### src/rtl/mat_stream_loader_if.sv
// -----------------------------------------------------------------------------
// mat_stream_loader_if
//   Byte-stream handshake carrying matrix operands into mat_stream_loader.
//   A transfer happens on a rising clock edge when in_valid && in_ready.
//
//   Signals
//     in_data   [ELEM_W-1:0]  stream byte               (master -> slave)
//     in_valid                in_data is valid          (master -> slave)
//     in_last                 final byte of a frame     (master -> slave)
//     in_ready                slave accepts this cycle  (slave -> master)
//
//   Modports
//     master : the byte source
//     slave  : the loader
// -----------------------------------------------------------------------------
interface mat_stream_loader_if #(
  parameter int ELEM_W = 8
);
  logic [ELEM_W-1:0] in_data;
  logic              in_valid;
  logic              in_last;
  logic              in_ready;

  modport master (
    output in_data,
    output in_valid,
    output in_last,
    input  in_ready
  );

  modport slave (
    input  in_data,
    input  in_valid,
    input  in_last,
    output in_ready
  );
endinterface

### src/rtl/mat_stream_loader.sv
// -----------------------------------------------------------------------------
// mat_stream_loader
//   Upstream feeder for the 3x3 matrix-multiply stage. Collects an 18-byte
//   frame (A row-major, then B row-major) from a valid/ready stream, packs it
//   into A_mat/B_mat, then sequences the multiplier: one cycle of mult_rst_n
//   low, RUN_CYCLES cycles of mult_en high, then a bounded wait for
//   mult_valid. Both matrices stay frozen from the end of the frame until the
//   loader is back in LOAD.
//
//   Ports
//     clk         in   rising-edge clock
//     reset_n     in   synchronous, active-low reset
//     flush       in   synchronous abort back to LOAD (matrices kept)
//     s_if        slave modport of mat_stream_loader_if (in_data/in_valid/
//                 in_last in, in_ready out)
//     A_mat       out  [0:71], element e at bits [8*e +: 8] (e = 3*r + c)
//     B_mat       out  same packing as A_mat
//     mult_rst_n  out  multiplier reset, low for one cycle per run
//     mult_en     out  multiplier enable, high RUN_CYCLES cycles per run
//     mult_valid  in   multiplier result valid, only looked at in WAIT
//     done        out  one-cycle pulse, multiplier result valid
//     busy        out  high in CLR/RUN/WAIT
//     err         out  one-cycle pulse on framing error or WAIT timeout
//
//   The interface instance must be built with the same ELEM_W as this module.
// -----------------------------------------------------------------------------
module mat_stream_loader #(
  parameter int ELEM_W     = 8,
  parameter int N_ELEM     = 9,
  parameter int RUN_CYCLES = 3,
  parameter int TIMEOUT    = 15
) (
  input  logic                         clk,
  input  logic                         reset_n,
  input  logic                         flush,
  mat_stream_loader_if.slave           s_if,
  output logic [0:ELEM_W*N_ELEM-1]     A_mat,
  output logic [0:ELEM_W*N_ELEM-1]     B_mat,
  output logic                         mult_rst_n,
  output logic                         mult_en,
  input  logic                         mult_valid,
  output logic                         done,
  output logic                         busy,
  output logic                         err
);

  localparam int MAT_W  = ELEM_W * N_ELEM;
  localparam int BEATS  = 2 * N_ELEM;
  localparam int CNT_W  = $clog2(BEATS);
  localparam int IDX_W  = $clog2(N_ELEM);
  localparam int BASE_W = $clog2(MAT_W);
  localparam int RC_W   = $clog2(RUN_CYCLES + 1);
  localparam int WC_W   = $clog2(TIMEOUT + 1);

  typedef enum logic [2:0] {
    S_LOAD,
    S_CLR,
    S_RUN,
    S_WAIT,
    S_DONE
  } state_t;

  state_t            state_q;
  logic [CNT_W-1:0]  cnt_q;
  logic [RC_W-1:0]   rc_q;
  logic [WC_W-1:0]   wc_q;
  logic [0:MAT_W-1]  a_mat_q, a_mat_d;
  logic [0:MAT_W-1]  b_mat_q, b_mat_d;
  logic              in_ready_q;
  logic              mult_rst_n_q;
  logic              mult_en_q;
  logic              done_q;
  logic              busy_q;
  logic              err_q;

  logic              xfer;
  logic              last_beat;
  logic              is_a;
  logic [IDX_W-1:0]  elem_idx;
  logic [BASE_W-1:0] bit_base;

  // Beat decode and matrix write. in_ready_q is only high in LOAD, so a
  // transfer can never touch the matrices while a run is in progress.
  always_comb begin
    xfer      = s_if.in_valid && in_ready_q;
    last_beat = (cnt_q == CNT_W'(BEATS - 1));
    is_a      = (cnt_q < CNT_W'(N_ELEM));
    elem_idx  = is_a ? IDX_W'(cnt_q) : IDX_W'(cnt_q - CNT_W'(N_ELEM));
    bit_base  = BASE_W'(int'(elem_idx) * ELEM_W);
    a_mat_d   = a_mat_q;
    b_mat_d   = b_mat_q;
    // A byte that arrives together with flush is dropped.
    if (xfer && !flush) begin
      if (is_a) a_mat_d[bit_base +: ELEM_W] = s_if.in_data;
      else      b_mat_d[bit_base +: ELEM_W] = s_if.in_data;
    end
  end

  // Control FSM with registered outputs; every output reflects the state
  // being entered, so e.g. mult_rst_n is low exactly during the CLR cycle.
  always_ff @(posedge clk) begin
    if (!reset_n) begin
      state_q      <= S_LOAD;
      cnt_q        <= '0;
      rc_q         <= '0;
      wc_q         <= '0;
      a_mat_q      <= '0;
      b_mat_q      <= '0;
      in_ready_q   <= 1'b1;
      mult_rst_n_q <= 1'b1;
      mult_en_q    <= 1'b0;
      done_q       <= 1'b0;
      busy_q       <= 1'b0;
      err_q        <= 1'b0;
    end else begin
      a_mat_q      <= a_mat_d;
      b_mat_q      <= b_mat_d;
      // Pulse outputs default low; the branches below raise them for one cycle.
      done_q       <= 1'b0;
      err_q        <= 1'b0;
      mult_rst_n_q <= 1'b1;

      if (flush) begin
        state_q    <= S_LOAD;
        cnt_q      <= '0;
        rc_q       <= '0;
        wc_q       <= '0;
        in_ready_q <= 1'b1;
        mult_en_q  <= 1'b0;
        busy_q     <= 1'b0;
      end else begin
        case (state_q)
          S_LOAD: begin
            if (xfer) begin
              if (s_if.in_last && last_beat) begin
                state_q      <= S_CLR;
                cnt_q        <= '0;
                in_ready_q   <= 1'b0;
                mult_rst_n_q <= 1'b0;
                busy_q       <= 1'b1;
              end else if (s_if.in_last || last_beat) begin
                // Short frame, or a full frame without its end marker.
                err_q <= 1'b1;
                cnt_q <= '0;
              end else begin
                cnt_q <= cnt_q + CNT_W'(1);
              end
            end
          end

          S_CLR: begin
            state_q   <= S_RUN;
            rc_q      <= '0;
            mult_en_q <= 1'b1;
          end

          S_RUN: begin
            if (rc_q == RC_W'(RUN_CYCLES - 1)) begin
              state_q   <= S_WAIT;
              mult_en_q <= 1'b0;
              wc_q      <= '0;
            end else begin
              rc_q <= rc_q + RC_W'(1);
            end
          end

          S_WAIT: begin
            if (mult_valid) begin
              state_q <= S_DONE;
              done_q  <= 1'b1;
              busy_q  <= 1'b0;
            end else if (wc_q == WC_W'(TIMEOUT - 1)) begin
              state_q    <= S_LOAD;
              err_q      <= 1'b1;
              busy_q     <= 1'b0;
              in_ready_q <= 1'b1;
              cnt_q      <= '0;
            end else begin
              wc_q <= wc_q + WC_W'(1);
            end
          end

          S_DONE: begin
            state_q    <= S_LOAD;
            cnt_q      <= '0;
            in_ready_q <= 1'b1;
          end

          default: begin
            state_q    <= S_LOAD;
            cnt_q      <= '0;
            in_ready_q <= 1'b1;
            mult_en_q  <= 1'b0;
            busy_q     <= 1'b0;
          end
        endcase
      end
    end
  end

  assign s_if.in_ready = in_ready_q;
  assign A_mat         = a_mat_q;
  assign B_mat         = b_mat_q;
  assign mult_rst_n    = mult_rst_n_q;
  assign mult_en       = mult_en_q;
  assign done          = done_q;
  assign busy          = busy_q;
  assign err           = err_q;

endmodule

### src/flat_wrapper.sv
// flat-port wrapper written by rule: the top's interface ports become plain ports
module mat_stream_loader_flat 
#(
  parameter int ELEM_W     = 8,
  parameter int N_ELEM     = 9,
  parameter int RUN_CYCLES = 3,
  parameter int TIMEOUT    = 15
)
  (clk, reset_n, flush, A_mat, B_mat, mult_rst_n, mult_en, mult_valid, done, busy, err, s_if_in_data, s_if_in_valid, s_if_in_last, s_if_in_ready);
  mat_stream_loader_if #(.ELEM_W(ELEM_W)) s_if_i ();
  input  logic clk;
  input  logic reset_n;
  input  logic flush;
  output logic [0:ELEM_W*N_ELEM-1] A_mat;
  output logic [0:ELEM_W*N_ELEM-1] B_mat;
  output logic mult_rst_n;
  output logic mult_en;
  input  logic mult_valid;
  output logic done;
  output logic busy;
  output logic err;
  input wire logic [$bits(s_if_i.in_data)-1:0] s_if_in_data;
  input wire logic [$bits(s_if_i.in_valid)-1:0] s_if_in_valid;
  input wire logic [$bits(s_if_i.in_last)-1:0] s_if_in_last;
  output wire logic [$bits(s_if_i.in_ready)-1:0] s_if_in_ready;
  assign s_if_i.in_data = s_if_in_data;
  assign s_if_i.in_valid = s_if_in_valid;
  assign s_if_i.in_last = s_if_in_last;
  assign s_if_in_ready = s_if_i.in_ready;
  mat_stream_loader #(.ELEM_W(ELEM_W), .N_ELEM(N_ELEM), .RUN_CYCLES(RUN_CYCLES), .TIMEOUT(TIMEOUT)) u_core (.clk(clk), .reset_n(reset_n), .flush(flush), .s_if(s_if_i), .A_mat(A_mat), .B_mat(B_mat), .mult_rst_n(mult_rst_n), .mult_en(mult_en), .mult_valid(mult_valid), .done(done), .busy(busy), .err(err));
endmodule
### config.mk
export PLATFORM = sky130hd
export DESIGN_NAME = mat_stream_loader_flat
export DESIGN_NICKNAME = d
export VERILOG_FILES = /design/src/rtl/mat_stream_loader_if.sv /design/src/rtl/mat_stream_loader.sv /design/src/flat_wrapper.sv
export SDC_FILE = /design/constraint.sdc
export NUM_CORES = 1
export LEC_CHECK = 0
export ABC_CLOCK_PERIOD_IN_PS = 2900
export CORE_ASPECT_RATIO = 1.75
export CORE_MARGIN = 1.5
export CORE_UTILIZATION = 49
export CTS_BUF_LIST = sky130_fd_sc_hd__clkbuf_4 sky130_fd_sc_hd__clkbuf_8 sky130_fd_sc_hd__clkbuf_16
export CTS_CLUSTER_SIZE = 30
export DETAILED_ROUTE_END_ITERATION = 8
export GPL_ROUTABILITY_DRIVEN = 0
export PLACE_DENSITY = 0.79
export SLEW_MARGIN = 20
export SYNTH_ARGS = -nofsm -noshare
export SYNTH_HDL_FRONTEND = slang
export SYNTH_SLANG_ARGS = --single-unit
export TNS_END_PERCENT = 10
### constraint.sdc
create_clock -name clk -period 2.9 [get_ports clk]
set_input_delay 0.58 -clock clk [delete_from_list [all_inputs] [get_ports clk]]
set_output_delay 0.58 -clock clk [all_outputs]
set_load 0.03 [all_outputs]
==> results.json <==
{
  "finalCritPeriodShare_pct": 93.36,
  "path_class": "flip-flop to flip-flop",
  "dp_cells": 976,
  "crit_chain": "inv_1 -> ha_1 -> or2_2 -> o21ai_1 -> a22o_1 -> or3b_1 -> mux2i_1",
  "clock_latency_ns": 0.42,
  "syn_nets": 693,
  "yosys.area.top_type": "dfxtp_1",
  "ys.flop_type": "dfxtp_1",
  "grt_pass1_wl_um": 29830,
  "vias": 5478,
  "antenna_left": 0,
  "p_comb_share_pct": 4.0,
  "netlist_instances": 671,
  "totalWireLength_um": 18870,
  "diodes": 0,
  "tightest_slew_ns": 0.9988,
  "dp_hpwl_um": 13060,
  "num_rows": 55,
  "synthTopCellsByArea": "dfxtp_1, mux2i_1, nand2_1",
  "start_util_pct": 50.58,
  "nFillCells": 967,
  "fin_skew_ns": 0.01219,
  "cts_setup_buffers": 0,
  "p_sw_share_pct": 23.55,
  "async_flop_share_pct": 0,
  "power_density_nw_per_um2": 519.1,
  "synth-edff-count": 0,
  "cts_max_path_buffers": 2,
  "dieHeight_um": 156.3,
  "yosys.area.top_type_share_pct": 49.90,
  "seq_area_frac_synth_pct": 49.90,
  "rsz0062_at_grt": "no",
  "cp_max_fo": 9,
  "io_buffers": 163,
  "drc_errors": 0,
  "stdcell_count": 1008,
  "vias_per_cell": 5.435,
  "synth_area_per_cell_um2": 9.804,
  "wl_per_cell_um": 18.72,
  "cp-start-kind": "flip-flop",
  "nets": 846,
  "drt_first_pass_iters": 5,
  "min_period_ns": 2.708,
  "grt_pass1_vias": 5550,
  "yosys_warnings": 0,
  "p_clk_share_pct": 47.1,
  "fin_area_um2": 8925,
  "fp.coreArea_um2": 13010,
  "synthToLayoutAreaGrowth_pct": 35.66,
  "relSlewSlack_pct": 33.41,
  "critPathSlowestCell": "or3b_1",
  "p_leak_nw": 3.793,
  "p_sw_mw": 1.091,
  "place_area_um2": 8344,
  "ys_seq_elements": 164,
  "htreeDepth": 4,
  "cts_root_buffer": "clkbuf_16",
  "intPower_mw": 3.541,
  "worstPathRequired_ns": 3.16,
  "cts.clk_slew.worst_paths_ns": 0.07,
  "max_stage_delay_ns": 0.59,
  "fmax_ghz": 0.3693,
  "clock-sinks": 164,
  "grt_usage_pct": 26.97,
  "layout-drive-gt1-share_pct": 7.527,
  "worstPathArrival_ns": 2.96,
  "drt-initial-drc-count": 296,
  "hold_viol_final": 0,
  "dieArea_um2": 14160,
  "ir_drop_mv": 0.4419,
  "io_pins": 164,
  "outcome": "finished clean",
  "p_total_mw": 4.633,
  "setup_viol": 0,
  "antenna_found_initial": 0,
  "overflow": 0,
  "cts_tree": "yes",
  "cts_buffers": 17,
  "crit_path_end_kind": "flip-flop",
  "max-cap-violations": 0,
  "drv_slew": 0,
  "grt_max_degree": 100,
  "fp.dieW_um": 90.59,
  "finalSetupTns_ns": 0,
  "syn-cell-area_um2": 6579,
  "hp-class": "flip-flop to flip-flop",
  "pwr-share-seq_pct": 48.9,
  "ys_types": 55
}
-- placed cells by master, fill, tap and decap left out, types with 4 or more instances in the layout --
| cell type | synthesis | layout |
|---|---|---|
| a21boi_0 | 8 | 8 |
| a21oi_1 | 10 | 10 |
| buf_4 | 0 | 14 |
| clkbuf_16 | 0 | 17 |
| clkdlybuf4s50_1 | 0 | 162 |
| clkinvlp_4 | 0 | 4 |
| dfxtp_1 | 164 | 164 |
| ha_1 | 8 | 8 |
| inv_1 | 9 | 9 |
| inv_6 | 0 | 6 |
| mux2i_1 | 139 | 139 |
| nand2_1 | 164 | 164 |
| nand3_1 | 14 | 14 |
| nand3_2 | 6 | 6 |
| nor2_1 | 24 | 24 |
| nor2b_1 | 13 | 13 |
| o21ai_0 | 8 | 8 |
-- layer usage --
metal	global-route usage, %	wire length (µm)
met5	0	0
met4	11.49	609
met1	28.10	6922
met3	8.552	1159
met2	49.23	10170
-- cells by family after synthesis --
logic type,synth area share [%]
flops,49.90
mux,21.15
compound gates,5.610
buf+inv,3.252
fa+ha+maj,1.522
xor+xnor,0.1332
simple gates,18.43
-- path summary, 6_finish.rpt --
kind,startpoint,end,slack (ns),cells past startpoint
setup / recovery,u_core.cnt_q[0]$_SDFFE_PP0P_,u_core.B_mat[28]$_SDFFE_PN0P_,0.19,7
setup reg to reg,u_core.cnt_q[0]$_SDFFE_PP0P_,u_core.B_mat[28]$_SDFFE_PN0P_,0.19,7
hold / removal,u_core.B_mat[42]$_SDFFE_PN0P_,u_core.B_mat[42]$_SDFFE_PN0P_,0.46,2
hold reg to reg,u_core.B_mat[42]$_SDFFE_PN0P_,u_core.B_mat[42]$_SDFFE_PN0P_,0.46,2
-- final cells by class --
cell class | instances | area, µm² | share of cell area [%]
clock inverters | 14 | 137.6 | 1.542
well taps | 171 | 214.0 | 2.397
repair buffers | 176 | 1727 | 19.35
clock buffers | 18 | 439.2 | 4.921
multi-input cells | 456 | 3090 | 34.63
inverters | 9 | 33.78 | 0.3785
flip-flops and latches | 164 | 3283 | 36.79
-- flip-flops by register name, indices dropped and copies added, names as in the netlist --
| name | flops |
|---|---|
| u_core.B_mat | 72 |
| u_core.err | 1 |
| u_core.A_mat | 72 |
| u_core.done | 1 |
| u_core.mult_rst_n | 1 |
| u_core.busy | 1 |
| u_core.s_if.in_ready | 1 |
| u_core.mult_en | 1 |
| u_core.wc_q | 4 |
| u_core.cnt_q | 5 |
| u_core.state_q | 3 |
| u_core.rc_q | 2 |
-- cell usage after synthesis (2+ instances only) --
library cell / instances
buf_2: 6
a22oi_1: 2
nand3b_1: 3
or4_1: 3
and3_1: 3
nor3b_1: 2
nor2b_1: 13
ha_1: 8
nor3_1: 3
buf_6: 2
nor4_1: 3
nand4b_1: 2
and2_1: 2
a21oi_1: 10
o31ai_1: 2
o21a_1: 2
o211ai_1: 3
clkbuf_1: 33
dfxtp_1: 164
nor2_1: 24
inv_1: 9
nand3_1: 14
mux2i_1: 139
o21ai_1: 3
nand2_1: 164
a21boi_0: 8
nand3_2: 6
nand2b_1: 3
o21ai_0: 8
o32ai_2: 2
-- worst max-delay path: cells and delay by family (launching register included) --
family | cells | cell delay (ns)
AO/OA/AOI/OAI | 2 | 0.40
multiplexers | 1 | 0.20
adder cells (fa/ha/maj) | 1 | 0.32
flip-flops | 1 | 0.50
buffers and inverters | 1 | 0.23
AND/OR/NAND/NOR | 2 | 0.90
-- power by group through the flow --
| stage | sequential, mW | clock, mW | combinational, mW |
|---|---|---|---|
| floorplan | 2.33 | 0 | 0.0901 |
| finish | 2.26 | 2.18 | 0.187 |
| global placement | 2.31 | 0 | 0.180 |
| global route | 2.26 | 2.29 | 0.200 |
| CTS | 2.26 | 2.20 | 0.185 |
| detailed placement | 2.32 | 0 | 0.184 |
-- stage by stage --
stage | utilization [%] | hold slack [ns] | worst slack [ns]
floorplan | - | 0.4520 | 0.4817
global placement | 64.16 | 0.4449 | 0.3020
detailed placement | 64.16 | 0.4539 | 0.1723
CTS | 68.59 | 0.4618 | 0.1282
global route | 68.62 | 0.4821 | 0.04832
finish | 68.62 | 0.4597 | 0.1925
-- repair_timing --
item | in CTS | in global routing
hold buffers | 0 | 0
endpoints found under the setup margin | 0 | 8
gates resized for setup | 0 | 1
No activity file was read; power rests on OpenSTA's default activity.
